<file path="src/rtl/rs_dec_pkg.sv">
// Shared RS(544,514) decoder parameters and types for the error-application stage.
package rs_dec_pkg;

    localparam int unsigned W     = 10;
    localparam int unsigned POS_W = 10;
    localparam int unsigned N     = 544;
    localparam int unsigned T_MAX = 15;
    localparam int unsigned CNT_W = $clog2(T_MAX + 1);

    // Index of the final symbol and the error count at which the table is full.
    localparam logic [POS_W-1:0] LAST_IDX = POS_W'(N - 1);
    localparam logic [CNT_W-1:0] CNT_FULL = CNT_W'(T_MAX);

    typedef struct packed {
        logic [POS_W-1:0] pos;
        logic [W-1:0]     y;
    } err_entry_t;

    typedef enum logic {
        COLLECT,
        APPLY
    } apply_state_e;

endpackage

</file>
<file path="src/rtl/rs_err_apply_if.sv">
// Error-beat, received-symbol and corrected-symbol streams of rs_err_apply.
interface rs_err_apply_if;
    import rs_dec_pkg::*;

    logic             err_vld_i;
    logic             err_rdy_o;
    logic [POS_W-1:0] err_pos_i;
    logic [W-1:0]     err_y_i;
    logic             err_den_zero_i;
    logic             err_done_i;
    logic [CNT_W-1:0] nerr_exp_i;
    logic             sym_vld_i;
    logic             sym_rdy_o;
    logic [W-1:0]     sym_i;
    logic             out_vld_o;
    logic             out_rdy_i;
    logic [W-1:0]     out_sym_o;
    logic             out_last_o;
    logic [CNT_W-1:0] nerr_o;
    logic             dec_fail_o;

    // Seen from the error-application stage.
    modport slave (
        input  err_vld_i, err_pos_i, err_y_i, err_den_zero_i, err_done_i, nerr_exp_i,
        input  sym_vld_i, sym_i, out_rdy_i,
        output err_rdy_o, sym_rdy_o, out_vld_o, out_sym_o, out_last_o, nerr_o, dec_fail_o
    );

    // Seen from the Forney stage, codeword buffer and downstream consumer.
    modport master (
        output err_vld_i, err_pos_i, err_y_i, err_den_zero_i, err_done_i, nerr_exp_i,
        output sym_vld_i, sym_i, out_rdy_i,
        input  err_rdy_o, sym_rdy_o, out_vld_o, out_sym_o, out_last_o, nerr_o, dec_fail_o
    );

endinterface

</file>
<file path="src/rtl/rs_err_table.sv">
// Error table: T_MAX {pos, y} entries with valid bits, a symbol-index match port and a
// duplicate-position check port. Duplicate comparators exist only with
// RS_ERR_APPLY_FAIL_CHECK_EN defined.
module rs_err_table
    import rs_dec_pkg::*;
(
    input  logic             clk_i,
    input  logic             rst_ni,
    input  logic             i_clr,
    input  logic             i_wr_en,
    input  logic [CNT_W-1:0] i_wr_idx,
    input  err_entry_t       i_wr_entry,
    input  logic [POS_W-1:0] i_match_pos,
    output logic             o_hit,
    output logic [W-1:0]     o_match_y,
    input  logic [POS_W-1:0] i_chk_pos,
    output logic             o_dup
);

    err_entry_t       r_entry [T_MAX];
    logic [T_MAX-1:0] r_valid;

    // Table storage: clear drops all entries, a write fills one slot.
    always_ff @(posedge clk_i or negedge rst_ni) begin
        if (!rst_ni) begin
            r_valid <= '0;
            for (int unsigned i = 0; i < T_MAX; i++) begin
                r_entry[i] <= '0;
            end
        end else begin
            if (i_clr) begin
                r_valid <= '0;
            end
            if (i_wr_en) begin
                for (int unsigned i = 0; i < T_MAX; i++) begin
                    if (i_wr_idx == CNT_W'(i)) begin
                        r_entry[i] <= i_wr_entry;
                        r_valid[i] <= 1'b1;
                    end
                end
            end
        end
    end

    // Match port: XOR of every valid entry at this index (a single one in normal use).
    always_comb begin
        o_hit     = 1'b0;
        o_match_y = '0;
        for (int unsigned i = 0; i < T_MAX; i++) begin
            if (r_valid[i] && (r_entry[i].pos == i_match_pos)) begin
                o_hit     = 1'b1;
                o_match_y = o_match_y ^ r_entry[i].y;
            end
        end
    end

`ifdef RS_ERR_APPLY_FAIL_CHECK_EN
    // Duplicate port: incoming position already present in the table.
    always_comb begin
        o_dup = 1'b0;
        for (int unsigned i = 0; i < T_MAX; i++) begin
            if (r_valid[i] && (r_entry[i].pos == i_chk_pos)) begin
                o_dup = 1'b1;
            end
        end
    end
`else
    logic w_unused_chk;
    assign w_unused_chk = ^i_chk_pos;
    assign o_dup        = 1'b0;
`endif

endmodule

</file>
<file path="src/rtl/rs_err_apply.sv">
// Error-application stage: collects the Forney error list for one codeword, then streams
// the received symbols through, XORing each stored magnitude onto its symbol index.
// Optional feature macro: RS_ERR_APPLY_FAIL_CHECK_EN (decode-failure detection; when set a
// failing codeword passes uncorrected and dec_fail_o reports it).
module rs_err_apply
    import rs_dec_pkg::*;
(
    input  logic           clk_i,
    input  logic           rst_ni,
    rs_err_apply_if.slave  bus
);

    apply_state_e     r_state, w_state_d;
    logic             r_err_rdy, w_err_rdy_d;
    logic [CNT_W-1:0] r_cnt, w_cnt_d;
    logic [POS_W-1:0] r_idx, w_idx_d;
    logic             r_out_vld, w_out_vld_d;
    logic [W-1:0]     r_out_sym, w_out_sym_d;
    logic             r_out_last, w_out_last_d;
    logic [CNT_W-1:0] r_nerr, w_nerr_d;

    logic             w_err_acc, w_done_acc, w_full, w_wr_en;
    logic             w_sym_rdy, w_sym_acc, w_last;
    logic             w_clr, w_hit, w_dup;
    logic [W-1:0]     w_match_y, w_corr;
    err_entry_t       w_wr_entry;

`ifdef RS_ERR_APPLY_FAIL_CHECK_EN
    logic r_ovf, w_ovf_d;
    logic r_fail, w_fail_d;
    logic r_dec_fail, w_dec_fail_d;
`else
    logic w_unused_cfg;
    assign w_unused_cfg = ^{bus.nerr_exp_i, bus.err_den_zero_i, w_dup};
`endif

    assign w_err_acc  = bus.err_vld_i & r_err_rdy;
    assign w_done_acc = bus.err_done_i & r_err_rdy;
    assign w_full     = (r_cnt == CNT_FULL);
    assign w_wr_en    = w_err_acc & ~w_full;
    assign w_wr_entry = '{pos: bus.err_pos_i, y: bus.err_y_i};

    assign w_sym_rdy  = (r_state == APPLY) & (~r_out_vld | bus.out_rdy_i);
    assign w_sym_acc  = bus.sym_vld_i & w_sym_rdy;
    assign w_last     = (r_idx == LAST_IDX);

`ifdef RS_ERR_APPLY_FAIL_CHECK_EN
    assign w_corr = (w_hit && !r_fail) ? w_match_y : '0;
`else
    assign w_corr = w_hit ? w_match_y : '0;
`endif

    rs_err_table u_table (
        .clk_i       (clk_i),
        .rst_ni      (rst_ni),
        .i_clr       (w_clr),
        .i_wr_en     (w_wr_en),
        .i_wr_idx    (r_cnt),
        .i_wr_entry  (w_wr_entry),
        .i_match_pos (r_idx),
        .o_hit       (w_hit),
        .o_match_y   (w_match_y),
        .i_chk_pos   (bus.err_pos_i),
        .o_dup       (w_dup)
    );

    // Next-state logic for the COLLECT/APPLY FSM and all registered outputs.
    always_comb begin
        w_state_d    = r_state;
        w_err_rdy_d  = r_err_rdy;
        w_cnt_d      = r_cnt;
        w_idx_d      = r_idx;
        w_out_vld_d  = r_out_vld;
        w_out_sym_d  = r_out_sym;
        w_out_last_d = r_out_last;
        w_nerr_d     = r_nerr;
        w_clr        = 1'b0;
`ifdef RS_ERR_APPLY_FAIL_CHECK_EN
        w_ovf_d      = r_ovf;
        w_fail_d     = r_fail;
        w_dec_fail_d = r_dec_fail;
`endif
        // Downstream took the pending symbol; a new accept below overrides this.
        if (r_out_vld && bus.out_rdy_i) begin
            w_out_vld_d  = 1'b0;
            w_out_last_d = 1'b0;
        end

        unique case (r_state)
            COLLECT: begin
                w_err_rdy_d = ~w_done_acc;
                if (w_wr_en) begin
                    w_cnt_d = r_cnt + CNT_W'(1);
                end
`ifdef RS_ERR_APPLY_FAIL_CHECK_EN
                if (w_err_acc) begin
                    if (w_full) begin
                        w_ovf_d = 1'b1;
                    end
                    if (bus.err_den_zero_i || (bus.err_pos_i > LAST_IDX) || w_dup) begin
                        w_fail_d = 1'b1;
                    end
                end
                // Count check uses the count including a same-cycle beat.
                if (w_done_acc) begin
                    w_fail_d = w_fail_d | w_ovf_d | (w_cnt_d != bus.nerr_exp_i);
                end
`endif
                if (w_done_acc) begin
                    w_state_d = APPLY;
                end
            end
            APPLY: begin
                w_err_rdy_d = 1'b0;
                if (w_sym_acc) begin
                    w_out_vld_d  = 1'b1;
                    w_out_sym_d  = bus.sym_i ^ w_corr;
                    w_out_last_d = w_last;
                    w_nerr_d     = w_last ? r_cnt : '0;
`ifdef RS_ERR_APPLY_FAIL_CHECK_EN
                    w_dec_fail_d = w_last & r_fail;
`endif
                    w_idx_d      = r_idx + POS_W'(1);
                    if (w_last) begin
                        w_idx_d     = '0;
                        w_cnt_d     = '0;
                        w_clr       = 1'b1;
                        w_err_rdy_d = 1'b1;
                        w_state_d   = COLLECT;
`ifdef RS_ERR_APPLY_FAIL_CHECK_EN
                        w_ovf_d     = 1'b0;
                        w_fail_d    = 1'b0;
`endif
                    end
                end
            end
            default: begin
                w_state_d = COLLECT;
            end
        endcase
    end

    // State and output registers.
    always_ff @(posedge clk_i or negedge rst_ni) begin
        if (!rst_ni) begin
            r_state    <= COLLECT;
            r_err_rdy  <= 1'b0;
            r_cnt      <= '0;
            r_idx      <= '0;
            r_out_vld  <= 1'b0;
            r_out_sym  <= '0;
            r_out_last <= 1'b0;
            r_nerr     <= '0;
`ifdef RS_ERR_APPLY_FAIL_CHECK_EN
            r_ovf      <= 1'b0;
            r_fail     <= 1'b0;
            r_dec_fail <= 1'b0;
`endif
        end else begin
            r_state    <= w_state_d;
            r_err_rdy  <= w_err_rdy_d;
            r_cnt      <= w_cnt_d;
            r_idx      <= w_idx_d;
            r_out_vld  <= w_out_vld_d;
            r_out_sym  <= w_out_sym_d;
            r_out_last <= w_out_last_d;
            r_nerr     <= w_nerr_d;
`ifdef RS_ERR_APPLY_FAIL_CHECK_EN
            r_ovf      <= w_ovf_d;
            r_fail     <= w_fail_d;
            r_dec_fail <= w_dec_fail_d;
`endif
        end
    end

    assign bus.err_rdy_o  = r_err_rdy;
    assign bus.sym_rdy_o  = w_sym_rdy;
    assign bus.out_vld_o  = r_out_vld;
    assign bus.out_sym_o  = r_out_sym;
    assign bus.out_last_o = r_out_last;
    assign bus.nerr_o     = r_nerr;
`ifdef RS_ERR_APPLY_FAIL_CHECK_EN
    assign bus.dec_fail_o = r_dec_fail;
`else
    assign bus.dec_fail_o = 1'b0;
`endif

endmodule

</file>
<file path="src/flat_wrapper.sv">
// flat-port wrapper written by rule: the top's interface ports become plain ports
module rs_err_apply_flat import rs_dec_pkg::*;
  (clk_i, rst_ni, bus_err_vld_i, bus_err_pos_i, bus_err_y_i, bus_err_den_zero_i, bus_err_done_i, bus_nerr_exp_i, bus_sym_vld_i, bus_sym_i, bus_out_rdy_i, bus_err_rdy_o, bus_sym_rdy_o, bus_out_vld_o, bus_out_sym_o, bus_out_last_o, bus_nerr_o, bus_dec_fail_o);
  rs_err_apply_if bus_i ();
  input  logic clk_i;
  input  logic rst_ni;
  input wire logic [$bits(bus_i.err_vld_i)-1:0] bus_err_vld_i;
  input wire logic [$bits(bus_i.err_pos_i)-1:0] bus_err_pos_i;
  input wire logic [$bits(bus_i.err_y_i)-1:0] bus_err_y_i;
  input wire logic [$bits(bus_i.err_den_zero_i)-1:0] bus_err_den_zero_i;
  input wire logic [$bits(bus_i.err_done_i)-1:0] bus_err_done_i;
  input wire logic [$bits(bus_i.nerr_exp_i)-1:0] bus_nerr_exp_i;
  input wire logic [$bits(bus_i.sym_vld_i)-1:0] bus_sym_vld_i;
  input wire logic [$bits(bus_i.sym_i)-1:0] bus_sym_i;
  input wire logic [$bits(bus_i.out_rdy_i)-1:0] bus_out_rdy_i;
  output wire logic [$bits(bus_i.err_rdy_o)-1:0] bus_err_rdy_o;
  output wire logic [$bits(bus_i.sym_rdy_o)-1:0] bus_sym_rdy_o;
  output wire logic [$bits(bus_i.out_vld_o)-1:0] bus_out_vld_o;
  output wire logic [$bits(bus_i.out_sym_o)-1:0] bus_out_sym_o;
  output wire logic [$bits(bus_i.out_last_o)-1:0] bus_out_last_o;
  output wire logic [$bits(bus_i.nerr_o)-1:0] bus_nerr_o;
  output wire logic [$bits(bus_i.dec_fail_o)-1:0] bus_dec_fail_o;
  assign bus_i.err_vld_i = bus_err_vld_i;
  assign bus_i.err_pos_i = bus_err_pos_i;
  assign bus_i.err_y_i = bus_err_y_i;
  assign bus_i.err_den_zero_i = bus_err_den_zero_i;
  assign bus_i.err_done_i = bus_err_done_i;
  assign bus_i.nerr_exp_i = bus_nerr_exp_i;
  assign bus_i.sym_vld_i = bus_sym_vld_i;
  assign bus_i.sym_i = bus_sym_i;
  assign bus_i.out_rdy_i = bus_out_rdy_i;
  assign bus_err_rdy_o = bus_i.err_rdy_o;
  assign bus_sym_rdy_o = bus_i.sym_rdy_o;
  assign bus_out_vld_o = bus_i.out_vld_o;
  assign bus_out_sym_o = bus_i.out_sym_o;
  assign bus_out_last_o = bus_i.out_last_o;
  assign bus_nerr_o = bus_i.nerr_o;
  assign bus_dec_fail_o = bus_i.dec_fail_o;
  rs_err_apply u_core (.clk_i(clk_i), .rst_ni(rst_ni), .bus(bus_i));
endmodule
</file>
<file path="config.mk">
export PLATFORM = sky130hd
export DESIGN_NAME = rs_err_apply_flat
export DESIGN_NICKNAME = d
export VERILOG_FILES = /design/src/rtl/rs_dec_pkg.sv /design/src/rtl/rs_err_apply_if.sv /design/src/rtl/rs_err_table.sv /design/src/rtl/rs_err_apply.sv /design/src/flat_wrapper.sv
export SDC_FILE = /design/constraint.sdc
export NUM_CORES = 1
export LEC_CHECK = 0
export BUFFER_PORTS_ARGS = -buffer_cell sky130_fd_sc_hd__buf_2
export CORE_MARGIN = 2
export CORE_UTILIZATION = 55
export CTS_CLUSTER_SIZE = 20
export DETAILED_ROUTE_END_ITERATION = 12
export GPL_TIMING_DRIVEN = 0
export PLACE_DENSITY = 0.76
export SYNTH_ARGS = -nofsm -noshare
export SYNTH_HDL_FRONTEND = slang
export SYNTH_SLANG_ARGS = --single-unit
export TNS_END_PERCENT = 30
</file>
<file path="constraint.sdc">
create_clock -name clk_i -period 7.2 [get_ports clk_i]
set_clock_uncertainty 0.1 [all_clocks]
set_input_delay 0.36 -clock clk_i [delete_from_list [all_inputs] [get_ports clk_i]]
set_output_delay 0.36 -clock clk_i [all_outputs]
set_load 0.1 [all_outputs]
</file>
==> results.md <==
- Status: complete, no violations
- Path depth of the worst reg2reg path: 7
- Switch Pwr: about 2.4 mW
- ANT cells: 0
- Clock Power Share: 0.268
- Slew margin rel.: 0.1510
- Cell area after layout: around 20000 um^2
- TritonCTS clock tree: done
- Fillers: 2535
- Setup Fix Bufs, Post-CTS: 0
- Startpoint Class: register
- Yosys warns: 0
- Period utilization: 0.4916
- Largest net degree at the start of global routing: 103
- Clock slew at reported path FFs: ~0.060 ns
- I/O Buffers: 53
- CP cell instances: ha_1 > a31oi_1 > buf_2 > nand2_1 > nor2_1 > clkbuf_1 > mux2_2
- VDD IR max: 196.0 uV
- Worst-Skew Late Latency: 0.52 ns
- Area of the core: approximately 32000 um^2
- Initial antenna violation count: 0
- Clock root buffer: clkbuf_16
- Post-synthesis sequential area ratio: 0.4846
- FF-to-FF Start: u_core.r_cnt[0]$_DFFE_PN0P_
- Final Net Count: 1626
- Final hold viol count: 0
- Power density over the cells: between 300 and 400 nW/um^2
- Asr flop ratio synth: 1.000
- Worst Hold Path EP: u_core.bus.out_last_o$_DFF_PN0_
- All-Layer GR Usage: 0.2818
- # setup viols final: 0
- Top layer in use: met4
- Vias per cell: about 5.8
- CTS Buf Count: 37
- Reg2reg end: u_core.u_table.r_entry[14]$_DFFE_PN0P_
- Switch share: 0.3529
- Library cells used by synthesis: 45
- Slowest stage cell on the critical path: nor2_1
- Pre-CTS WS: 3.679 ns
- Placement-stage cell area: between 15000 and 20000 um^2
- Chip Width: ~180 um
- Syn nets: around 1500
- Netlist area before placement: roughly 18000 um^2
- Critical Path AT: roughly 3.8 ns
- Hold Startpoint: bus_out_rdy_i
- Routed met3 length: roughly 2.4 mm
- Hold depth: 4
- Max clock buf depth: 3
- RSZ-0062 raised after global routing: no
- Clock tree sinks: 347
- Antenna-violating nets left: 0
- Total power: 6.789 mW
- R2r setup slk: approximately 3.7 ns
- Peak Freq: about 280 MHz
- Worst Path Required: approximately 7.5 ns
- Routed WL: 46.22 mm
- Metal2 WL: approximately 23 mm
- TritonRoute pass-1 iters: 5
- Storage cell area: 8683 um^2
- Multi-input logic area: about 8500 um^2
- Starting density of the core: 0.5550
- Synth Area per Inst: roughly 12 um^2
- Worst Max-Slew Pin Slew: around 1.3 ns
- Drt wl/cell: roughly 23 um
- Synth-to-Final Area Change: 11.50%
- Die ar.: around 34000 um^2
- Hold_ws: 0.02388 ns
- Reg power frac: 0.412
- Leak pwr: between 9 and 10 nW
- Flops & latches, synth: 347
- Final WS setup: ~3.7 ns
- Synth Instances: ~1500
- Int Power: about 4.4 mW
- H-tree depth reported by CTS: 2
- Gpl congestion: 0.8568
- Share of post-route cells with drive strength above 1: 0.2844
- Ys flop type: dfrtp_1
- Vias in the first global route: roughly 12000
- CP max stage delay: a little over 0.9 ns
- Critical path class: register to register
- Global-route wire length before repair: around 70 mm
- Tmin final: 3.539 ns
- Hold Path Class: input port to register
- Max cap viols: 0
- I/O pins: 60
- Gate power share: 0.320
- Total number of vias: 11750
- Max-slew violation count: 0
- Drc violations: 0
- CP max FO: 10
- Final Non-Filler Cells: between 2000 and 2500
- Row count: 66
- Placed wire-length estimate: ~33 mm
- Die H: approximately 180 um
- Cells after DPL: about 2000
- Wl on met1: approximately 19 mm
- DRT iter0 DRCs: a little under 900
- Total grt overflow: 0
- CP Capture Type: register
- EDFF count, synth: 0
## worst max path at each step
stage                                                        end                      startpoint
final                     u_core.u_table.r_entry[14]$_DFFE_PN0P_     u_core.r_cnt[0]$_DFFE_PN0P_
after floorplan           u_core.u_table.r_entry[14]$_DFFE_PN0P_  u_core.bus.err_rdy_o$_DFF_PN0_
after detailed placement  u_core.u_table.r_entry[14]$_DFFE_PN0P_     u_core.r_cnt[0]$_DFFE_PN0P_
after CTS                 u_core.u_table.r_entry[14]$_DFFE_PN0P_     u_core.r_cnt[0]$_DFFE_PN0P_
after global placement    u_core.u_table.r_entry[14]$_DFFE_PN0P_                          rst_ni
after global routing      u_core.u_table.r_entry[17]$_DFFE_PN0P_     u_core.r_cnt[0]$_DFFE_PN0P_
## through the flow
stage / util / setup TNS [ns]
6_report: 0.6188 / 0
5_1_grt: 0.6188 / 0
4_1_cts: 0.6188 / 0
3_5_place_dp: 0.5837 / 0
3_3_place_gp: 0.5803 / -339.45
2_1_floorplan: - / 0
## cells by family (layout without fill, tap and decap cells)
logic type,Yosys count,after routing,share of synthesized area
flops,347,347,0.4846
xor+xnor,270,270,0.1658
simple gates,388,388,0.1165
compound gates,51,51,0.01571
fa+ha+maj,5,5,0.003491
other cells,1,1,0.0002093
buf+inv,145,262,0.04029
mux,276,276,0.1734
## cells in the mapped netlist, types with 5 or more instances
master | count | area, um^2
nor2_1 | 68 | 255.2
buf_6 | 14 | 157.7
nand4_2 | 6 | 75.07
clkbuf_1 | 57 | 214.0
xnor3_1 | 38 | 855.8
and2_1 | 8 | 50.05
ha_1 | 5 | 62.56
nand4_1 | 49 | 306.5
mux2_2 | 276 | 3108
nand3_1 | 24 | 120.1
o21ai_0 | 27 | 135.1
nor3_2 | 11 | 110.1
nand2_1 | 140 | 525.5
nor4_2 | 6 | 75.07
xor2_1 | 108 | 945.9
inv_1 | 62 | 232.7
a21o_1 | 9 | 67.56
nor4_4 | 6 | 127.6
xnor2_1 | 113 | 989.7
xnor2_2 | 8 | 130.1
dfrtp_1 | 347 | 8683
nor3_1 | 12 | 60.06
and3_1 | 18 | 112.6
o21ai_1 | 10 | 50.05
nor4_1 | 24 | 150.1
## critical path, delay by kind of cell (launching register included)
| family | cells | cell delay (ns) |
|---|---|---|
| simple gates | 2 | 1.03 |
| buf+inv | 2 | 0.87 |
| flops | 1 | 0.43 |
| mux | 1 | 0.41 |
| compound gates | 1 | 0.30 |
| fa+ha+maj | 1 | 0.27 |
## layer usage
| layer | GRT usage | vias to the layer above |
|---|---|---|
| li1 | - | 5205 |
| met1 | 0.3749 | 6082 |
| met2 | 0.4711 | 352 |
| met3 | 0.03576 | 107 |
| met4 | 0.1123 | 0 |
| met5 | 0 | - |
## registers in the layout, summed over array words and instances, names as in the netlist
signal                  flops
u_core.u_table.r_entry    300
u_core.u_table.r_valid     15
u_core.bus.out_sym_o       10
u_core.r_idx               10
u_core.bus.nerr_o           4
u_core.r_cnt                4
u_core.bus.err_rdy_o        1
u_core.bus.out_last_o       1
u_core.bus.out_vld_o        1
u_core.r_state              1
## layout make-up
class                      count  share of cell area
clock buffer                  53             0.05335
inverter                      62             0.01165
clock inverter                 6            0.002881
multi-input combinational    991              0.4264
buffer                        83             0.02448
timing repair buffer          58             0.01897
tap                          442             0.02768
sequential                   347              0.4346
## power by group through the flow
stage	registers, mW	logic, mW	clock network [mW]
after global placement	2.78	2.06	0
after global routing	2.85	2.33	1.91
after CTS	2.79	2.16	1.84
after floorplan	2.87	1.47	0
final	2.80	2.17	1.82
after detailed placement	2.82	2.14	0
## repair_timing
item	4_1_cts	5_1_grt
hold buffers	1	0
endpoints found under the hold margin	60	0
gates resized for setup	0	0
## placed cells by master (no fill, tap or decap), types with 27 or more instances in the layout
cell	instances
clkbuf_16	37
xor2_1	108
xnor2_1	113
inv_1	62
nand2_1	140
buf_2	56
clkbuf_1	65
nand4_1	49
xnor3_1	38
mux2_2	276
nor2_1	68
dfrtp_1	347
o21ai_0	27
Power figures use the tool's default switching activity.
